==> config.mk <==
export PLATFORM = sky130hd
export DESIGN_NAME = wb_sched
export DESIGN_NICKNAME = d
export VERILOG_FILES = /design/src/rtl/wb_sched.sv
export SDC_FILE = /design/constraint.sdc
export NUM_CORES = 1
export LEC_CHECK = 0
export BUFFER_PORTS_ARGS = -buffer_cell sky130_fd_sc_hd__buf_2
export CAP_MARGIN = 20
export CORE_UTILIZATION = 50
export CTS_CLUSTER_DIAMETER = 120
export DETAILED_ROUTE_END_ITERATION = 10
export GPL_TIMING_DRIVEN = 1
export PLACE_DENSITY_LB_ADDON = 0.05
export SETUP_SLACK_MARGIN = 0.5
export SYNTH_ARGS = -nofsm -noshare
export SYNTH_HDL_FRONTEND = slang
export SYNTH_SLANG_ARGS = --single-unit
==> constraint.sdc <==
create_clock -name clk -period 2.9 [get_ports clk]
set_clock_uncertainty 0.2 [all_clocks]
set_input_delay 0.145 -clock clk [delete_from_list [all_inputs] [get_ports clk]]
set_output_delay 0.145 -clock clk [all_outputs]
set_load 0.02 [all_outputs]
==> src/rtl/wb_sched.sv <==
// wb_sched: shares one register-file write port between single-cycle EX results and buffered LSU results,
// tracks pending long-latency destinations, and forces a write-back slot when the LSU path starves.
module wb_sched #(
  parameter int STARVE_LIM = 4,
  parameter int FIFO_DEPTH = 2
) (
  input  logic        clk,
  input  logic        rest,
  input  logic        ex_wb_en_i,
  input  logic [4:0]  ex_rd_addr_i,
  input  logic [31:0] ex_rd_data_i,
  input  logic        lsu_issue_i,
  input  logic [4:0]  lsu_issue_rd_i,
  output logic        issue_stall_o,
  input  logic        lsu_wb_valid_i,
  input  logic [4:0]  lsu_wb_rd_i,
  input  logic [31:0] lsu_wb_data_i,
  output logic        lsu_wb_ready_o,
  input  logic [4:0]  id_rs1_addr_i,
  input  logic [4:0]  id_rs2_addr_i,
  output logic        id_stall_o,
  output logic        regs_wb_en_o,
  output logic [4:0]  regs_rd_addr_o,
  output logic [31:0] regs_rd_data_o,
  output logic        ex_hold_o
);
  localparam int AW = $clog2(FIFO_DEPTH);
  localparam int CW = $clog2(STARVE_LIM + 1);
  typedef enum logic {NORMAL, HOLD} state_t;
  state_t state;
  logic [31:0] pend;
  logic [4:0] q_rd [FIFO_DEPTH];
  logic [31:0] q_data [FIFO_DEPTH];
  logic [AW-1:0] rptr, wptr;
  logic [AW:0] cnt;
  logic [CW-1:0] blk_cnt;
  logic ex_own, empty, full, deq, bypass, enq, accept, lsu_wr;
  logic [4:0] lsu_rd;
  logic [31:0] lsu_data;
  always_comb begin
    ex_own = ex_wb_en_i && ex_rd_addr_i != '0;
    empty = cnt == '0;
    full = cnt == (AW+1)'(FIFO_DEPTH);
    deq = rest && !empty && !ex_own;
    bypass = rest && empty && !ex_own && lsu_wb_valid_i;
    enq = rest && lsu_wb_valid_i && !bypass && !full;
    lsu_wr = deq || bypass;
    lsu_rd = deq ? q_rd[rptr] : lsu_wb_rd_i;
    lsu_data = deq ? q_data[rptr] : lsu_wb_data_i;
    issue_stall_o = rest && lsu_issue_i && lsu_issue_rd_i != '0 && pend[lsu_issue_rd_i];
    accept = rest && lsu_issue_i && !issue_stall_o;
    id_stall_o = rest && ((id_rs1_addr_i != '0 && pend[id_rs1_addr_i]) ||
                          (id_rs2_addr_i != '0 && pend[id_rs2_addr_i]));
    lsu_wb_ready_o = bypass || (rest && !full);
    regs_wb_en_o = rest && (ex_own || (lsu_wr && lsu_rd != '0));
    regs_rd_addr_o = !regs_wb_en_o ? '0 : ex_own ? ex_rd_addr_i : lsu_rd;
    regs_rd_data_o = !regs_wb_en_o ? '0 : ex_own ? ex_rd_data_i : lsu_data;
  end
  always_ff @(posedge clk)
    if (enq) begin
      q_rd[wptr] <= lsu_wb_rd_i;
      q_data[wptr] <= lsu_wb_data_i;
    end
  always_ff @(posedge clk) begin
    if (!rest) begin
      pend <= '0;
      rptr <= '0;
      wptr <= '0;
      cnt <= '0;
      blk_cnt <= '0;
      state <= NORMAL;
      ex_hold_o <= 1'b0;
    end else begin
      if (lsu_wr) pend[lsu_rd] <= 1'b0;
      if (accept && lsu_issue_rd_i != '0) pend[lsu_issue_rd_i] <= 1'b1;
      if (enq) wptr <= wptr + 1'b1;
      if (deq) rptr <= rptr + 1'b1;
      cnt <= cnt + (AW+1)'(enq) - (AW+1)'(deq);
      if (state == HOLD) begin
        state <= NORMAL;
        ex_hold_o <= 1'b0;
        blk_cnt <= '0;
      end else if (deq) begin
        blk_cnt <= '0;
      end else if (!empty && ex_own) begin
        if (blk_cnt == CW'(STARVE_LIM - 1)) begin
          state <= HOLD;
          ex_hold_o <= 1'b1;
        end else begin
          blk_cnt <= blk_cnt + 1'b1;
        end
      end
    end
  end
endmodule

; After elaboration in Yosys (flattened, before gate mapping)
; Memory sizes are Yosys's and may differ from the RTL's. A register that Yosys moved wholly into a read port is not among the register bits.
; Cells that the tools add are included.
[totals]
reg_bits = 41
ramBits = 74
inputBits = 94
out_inout_bits = 42
word_cells = 98
mem_count = 2
[classes]
n_addsub = 5
n_lt_le_gt_ge = 6
eq_ne = 2
n_mux = 26
bitwise = 7
n_reduce_logical = 43
[memory_table]
columns = name, words, word_bits, rd, rd_clocked_by_memory_dff, wr, line
row1 = q_data, 2, 32, 1, 1, 1, 33  ; logic [31:0] q_data [FIFO_DEPTH];
row2 = q_rd, 2, 5, 1, 1, 1, 32  ; logic [4:0] q_rd [FIFO_DEPTH];
[op_table]
columns = operator, n
row1 = 2-to-1 mux 32 bit, 6
row2 = bitwise AND 32 bit, 1
row3 = NOT 32 bit, 1
row4 = OR 32 bit, 1
row5 = nonzero test 5 bit, 5
row6 = "less-than comparator 5 x 6 -> 1 bit, second input constant", 4
row7 = logical AND 1 bit, 23
row8 = binary-select mux 1 bit (select 5 bit), 3
row9 = 2-to-1 mux 5 bit, 3
row10 = 2-to-1 mux 1 bit, 12
row11 = demux 1 bit (select 5 bit), 2
row12 = ">= comparator 5 x 1 -> 1 bit, second input constant", 2
row13 = logical NOT 1 bit, 5
row14 = logical OR 1 bit, 4
row15 = NOT 1 bit, 4
row16 = OR reduction 4 bit, 1
row17 = "adder 3 x 1 -> 3 bit, second input constant", 1
row18 = "equality test 3 x 2 -> 1 bit, second input constant", 1
row19 = AND reduction 3 bit, 1
row20 = OR reduction 3 bit, 1
row21 = "adder 1 bit, second input constant", 2
row22 = adder 2 x 1 -> 2 bit, 1
row23 = "equality test 2 bit, second input constant", 1
row24 = logical NOT 2 bit, 1
row25 = 3 further kinds, 3

; Logic depth before layout (Yosys ltp)
[logic_depth]
word_depth = 15
depth_mapped = 11
ltp_nobuf = 9

; Least setup slack after synthesis
; No wires, ideal clock.
[synth_timing]
path_type = register -> register
startpoint = register cnt[1]
endpoint = memory q_data[0][0] (enable)
setup_ns = 0.433
arrival_ns = 2.405
required_time_ns = 2.267
path_slack_ns = -0.137
stages_incl_launch_ff = 6
n_path_buf = 1
period_less_slack_ns = 3.037
path_cell_list = dfxtp_1 > clkbuf_1 > inv_1 > o211ai_1 > a21o_1 > nor2_1
[synth_between]
elab_chain_cells = 9
word_cells_on_any_way = 11
[synth_rtl]
columns = item, line
row1 = "start, declared", 35  ; logic [AW:0] cnt;
row2 = "start signal, assigned", 78  ; cnt <= cnt + (AW+1)'(enq) - (AW+1)'(deq);
row3 = logical NOT 2 bit, 42  ; empty = cnt == '0;
row4 = logical AND 1 bit (3 in series), 45  ; bypass = rest && empty && !ex_own && lsu_wb_valid_i;
row5 = logical NOT 1 bit, 46  ; enq = rest && lsu_wb_valid_i && !bypass && !full;
row6 = logical AND 1 bit, 46
row7 = logical AND 1 bit *, 46
row8 = 2-to-1 mux 1 bit *, 60  ; if (enq) begin
row9 = 2-to-1 mux 1 bit (implied by the code) *, 62  ; q_data[wptr] <= lsu_wb_data_i;
row10 = "end, declared", 33
; Every way passes the cells marked *; elsewhere a longest branch is shown, timed or not.

==> impl_metrics.prom <==
# TYPE chip_impl_metric gauge
chip_impl_metric{name="synthesized_nets",unit=""} 756
chip_impl_metric{name="clk_pin_slew",unit="ns"} 0.06
chip_impl_metric{name="critical_path_arrival",unit="ns"} 2.33
chip_impl_metric{name="clock_sinks",unit=""} 116
chip_impl_info{name="crit_type",value="reg2out"} 1
chip_impl_metric{name="final_min_period_over_clock_period",unit="%"} 92.3
chip_impl_metric{name="antennaDiodeCount",unit=""} 0
chip_impl_metric{name="clkLatencyLatePin",unit="ns"} 0.42
chip_impl_metric{name="drtIter0Drc",unit=""} 559
chip_impl_metric{name="dp_cells",unit=""} 932
chip_impl_metric{name="flow.area_growth_from_synthesis",unit="%"} 36.5
chip_impl_metric{name="fillers",unit=""} 984
chip_impl_info{name="biggest_area_contributors_in_the_synthesized_netlist",value="sky130_fd_sc_hd__edfxtp_1, sky130_fd_sc_hd__dfxtp_1, sky130_fd_sc_hd__mux2i_1"} 1
chip_impl_metric{name="synthDominantCellAreaShare",unit="%"} 32.9
chip_impl_metric{name="worst-endpoint-required",unit="ns"} 2.56
chip_impl_info{name="top_routing_layer_used",value="met4"} 1
chip_impl_metric{name="synth.avg_cell_area",unit="um^2"} 10.3
chip_impl_metric{name="ys_warn_count",unit=""} 0
chip_impl_metric{name="detailedPlacementHpwl",unit="um"} 12700
chip_impl_info{name="final_cell_mix",value="sky130_fd_sc_hd__buf_2, sky130_fd_sc_hd__nor2_1, sky130_fd_sc_hd__edfxtp_1"} 1
chip_impl_metric{name="worst_slew_margin_rel",unit="%"} 52.3
chip_impl_metric{name="cpPeakStageDelay",unit="ns"} 0.41
chip_impl_metric{name="cap_violations",unit=""} 0
chip_impl_metric{name="routabilityCongestion",unit=""} 1.03
chip_impl_metric{name="htree_levels",unit=""} 4
chip_impl_metric{name="global_route.usage.total",unit="%"} 29.7
chip_impl_metric{name="fin_nets",unit=""} 942
chip_impl_info{name="dominantRegCellSynth",value="sky130_fd_sc_hd__edfxtp_1"} 1
chip_impl_metric{name="first_global_vias",unit=""} 6233
chip_impl_metric{name="finish.utilization",unit="%"} 69.9
chip_impl_metric{name="instances_no_fill",unit=""} 1033
chip_impl_metric{name="netlist_instances",unit=""} 658
chip_impl_metric{name="finalWirelength",unit="um"} 20700
chip_impl_metric{name="syn-cell-area",unit="um^2"} 6750
chip_impl_metric{name="cellPowerDensity",unit="nW/um^2"} 560
chip_impl_info{name="critical_path.startpoint_type",value="flop"} 1
chip_impl_metric{name="grt_pass1_wl",unit="um"} 32300
chip_impl_metric{name="wl_met1",unit="um"} 8500
chip_impl_metric{name="final_period_minus_worst_setup_slack",unit="ns"} 2.68
chip_impl_metric{name="floorplan.die_area",unit="um^2"} 14000
chip_impl_metric{name="routed-wl-met2",unit="um"} 10200
chip_impl_metric{name="core",unit="um^2"} 13200
chip_impl_metric{name="setup_viol",unit=""} 0
chip_impl_info{name="critical-path-slowest-cell",value="sky130_fd_sc_hd__edfxtp_1"} 1
chip_impl_info{name="cts.root.buffer_cell",value="sky130_fd_sc_hd__clkbuf_16"} 1
chip_impl_info{name="cts_tree",value="done"} 1
chip_impl_info{name="layout_commonest_cell",value="sky130_fd_sc_hd__buf_2"} 1
chip_impl_metric{name="rows",unit=""} 42
chip_impl_metric{name="number_of_antenna_violations_at_the_first_check_in_global_routing",unit=""} 0
chip_impl_metric{name="place_ws",unit="ns"} 0.207
chip_impl_info{name="result_of_the_run",value="finished, final reports clean"} 1
chip_impl_metric{name="max_freq",unit="MHz"} 374
chip_impl_metric{name="post_drt_wl_per_cell",unit="um"} 20.1
chip_impl_metric{name="p_leak",unit="nW"} 3.45
chip_impl_metric{name="synth_seq_area_share",unit="%"} 45.4
chip_impl_metric{name="number_of_hold_slack_violations_in_the_final_timing_report",unit=""} 0
chip_impl_metric{name="fp.dieW",unit="um"} 118
chip_impl_metric{name="drtPass1Iterations",unit=""} 5
chip_impl_metric{name="vdd_ir_drop_max",unit="mV"} 0.411
chip_impl_metric{name="remaining_design_rule_violation_count",unit=""} 0
chip_impl_metric{name="worst_pin_slew",unit="ns"} 0.713
chip_impl_metric{name="grt_overflow_total",unit=""} 0
chip_impl_metric{name="io_buffer_count",unit=""} 135
chip_impl_metric{name="die_height",unit="um"} 118
chip_impl_metric{name="asyncSetResetFlopFracSynth",unit="%"} 0
chip_impl_metric{name="final_layout_size_suffix_gt1_share",unit="%"} 31.0
chip_impl_info{name="hold_path_class",value="in2reg"} 1
chip_impl_metric{name="netlist-cell-type-count",unit=""} 59
chip_impl_info{name="critical_path.cell_chain",value="or2_4 > o32a_1 > o21a_1 > o21ai_4 > buf_6 > clkbuf_16 > nor2_1 > buf_4"} 1
chip_impl_metric{name="i_o_pin_total",unit=""} 136
chip_impl_metric{name="least_setup_slack_across_all_paths_after_layout",unit="ns"} 0.223
chip_impl_info{name="timing.critical_path.to_type",value="output pin"} 1
chip_impl_metric{name="drt.antenna.violating_nets",unit=""} 0
chip_impl_metric{name="tritoncts.num_buffers",unit=""} 17
chip_impl_metric{name="met3RoutedLength",unit="um"} 1130
chip_impl_metric{name="critical_path.max_fanout",unit=""} 9
chip_impl_metric{name="synth_edf_count",unit=""} 74
chip_impl_metric{name="setup_total_negative_slack",unit="ns"} 0
chip_impl_metric{name="drt-vias-per-instance",unit=""} 6.15
chip_impl_metric{name="pins_over_their_slew_limit",unit=""} 0
chip_impl_metric{name="initial_core_util",unit="%"} 51.2
chip_impl_info{name="synthDominantAreaCellType",value="sky130_fd_sc_hd__edfxtp_1"} 1
chip_impl_info{name="grt_setup_unrepaired",value="yes"} 1
chip_impl_metric{name="ys_seq_elements",unit=""} 116
chip_impl_metric{name="ctsLongestPathBuffers",unit=""} 2
chip_impl_metric{name="vias",unit=""} 6356
chip_impl_metric{name="grt_max_degree",unit=""} 65
[report_power, final]
group	total, W	internal (W)	switching (W)
logic	0.00108	0.000460	0.000617
clock network	0.00223	0.00145	0.000781
registers	0.00185	0.00182	0.0000339
[cell usage after synthesis (4+ instances only)]
master                      number
sky130_fd_sc_hd__a21boi_0        7
sky130_fd_sc_hd__nor2b_1         6
sky130_fd_sc_hd__nand3_1        16
sky130_fd_sc_hd__dfxtp_1        42
sky130_fd_sc_hd__nand2b_1        6
sky130_fd_sc_hd__o2111ai_1       5
sky130_fd_sc_hd__buf_1           5
sky130_fd_sc_hd__o221ai_1       21
sky130_fd_sc_hd__a21oi_1        40
sky130_fd_sc_hd__o311ai_0        4
sky130_fd_sc_hd__inv_1          12
sky130_fd_sc_hd__nand4_1         8
sky130_fd_sc_hd__a211oi_1       36
sky130_fd_sc_hd__o22a_1          5
sky130_fd_sc_hd__mux2i_1        60
sky130_fd_sc_hd__mux2_2          6
sky130_fd_sc_hd__and2_1         25
sky130_fd_sc_hd__o31ai_1        28
sky130_fd_sc_hd__a22oi_1         5
sky130_fd_sc_hd__and3_1          6
sky130_fd_sc_hd__o211ai_1        4
sky130_fd_sc_hd__clkbuf_1       31
sky130_fd_sc_hd__mux4_2         11
sky130_fd_sc_hd__nor3_1         11
sky130_fd_sc_hd__nand3b_1        8
sky130_fd_sc_hd__ha_1            4
sky130_fd_sc_hd__o21a_1          4
sky130_fd_sc_hd__nor2_1         84
sky130_fd_sc_hd__buf_2          13
sky130_fd_sc_hd__edfxtp_1       74
sky130_fd_sc_hd__nand2_1        22
[logic make-up after synthesis]
kind of cell             synth area share, %
buffers and inverters                   4.02
multiplexers                            13.6
adder cells (fa/ha/maj)                0.742
AO/OA/AOI/OAI                           20.3
flip-flops                              45.4
XOR/XNOR                               0.389
AND/OR/NAND/NOR                         15.6
[cell type report]
| class | count | area [um^2] | share of cell area, % |
|---|---|---|---|
| clock buffer | 18 | 429 | 4.66 |
| multi-input combinational | 478 | 3600 | 39.1 |
| clock inverter | 14 | 203 | 2.20 |
| timing repair buffer | 219 | 1640 | 17.8 |
| inverter | 12 | 47.5 | 0.516 |
| tap | 176 | 220 | 2.39 |
| sequential | 116 | 3070 | 33.3 |
[timing repair]
item / 4_1_cts / 5_1_grt
resized for setup: 17 / 58
pin swaps: 1 / 13
cloned: 3 / 1
setup endpoints to repair: 57 / 78
buffers inserted: 10 / 15
endpoints found under the hold margin: 81 / 0
hold buffers: 39 / 0
[critical path: cells and delay by family (launching register included)]
family	cells	cell delay (ns)
AOI/OAI and AO/OA	3	0.74
buffers and inverters	3	0.46
DFF	1	0.41
and+or+nand+nor	2	0.31
[sequential cells by signal (all words and copies together), names as in the netlist, named ones only]
signal / count
cnt: 2
ex_hold_o: 1
q_data: 64
q_rd: 10
pend: 32
state: 1
blk_cnt: 3
rptr: 1
wptr: 1
[metal layers]
metal  global-route usage (%)  up-vias
met1                     36.5     3059
li1                         -     2945
met2                     49.4      289
met3                     5.41       63
met4                     15.9        0
met5                        0        -
[path summary, 6_finish.rpt]
check / start / endpoint / slack [ns] / cells after the start
worst min-delay path: lsu_issue_rd_i[4] / pend[31] / 0.04 / 3
worst min register to register: ex_hold_o / ex_hold_o / 0.26 / 1
worst max-delay path: q_rd[0][2] / regs_rd_addr_o[4] / 0.22 / 8
worst max register to register: pend[11] / pend[17] / 0.56 / 7
[stage by stage]
step	instance area [um^2]	total power [W]	hold slack, ns
after floorplan	6750	0.00246	0.0439
after global placement	7580	0.00270	0.148
after detailed placement	7580	0.00273	0.155
after CTS	8830	0.00507	0.00672
after global routing	9210	0.00533	0.0577
final	9210	0.00516	0.0430
(Power assumes the default switching activity.)
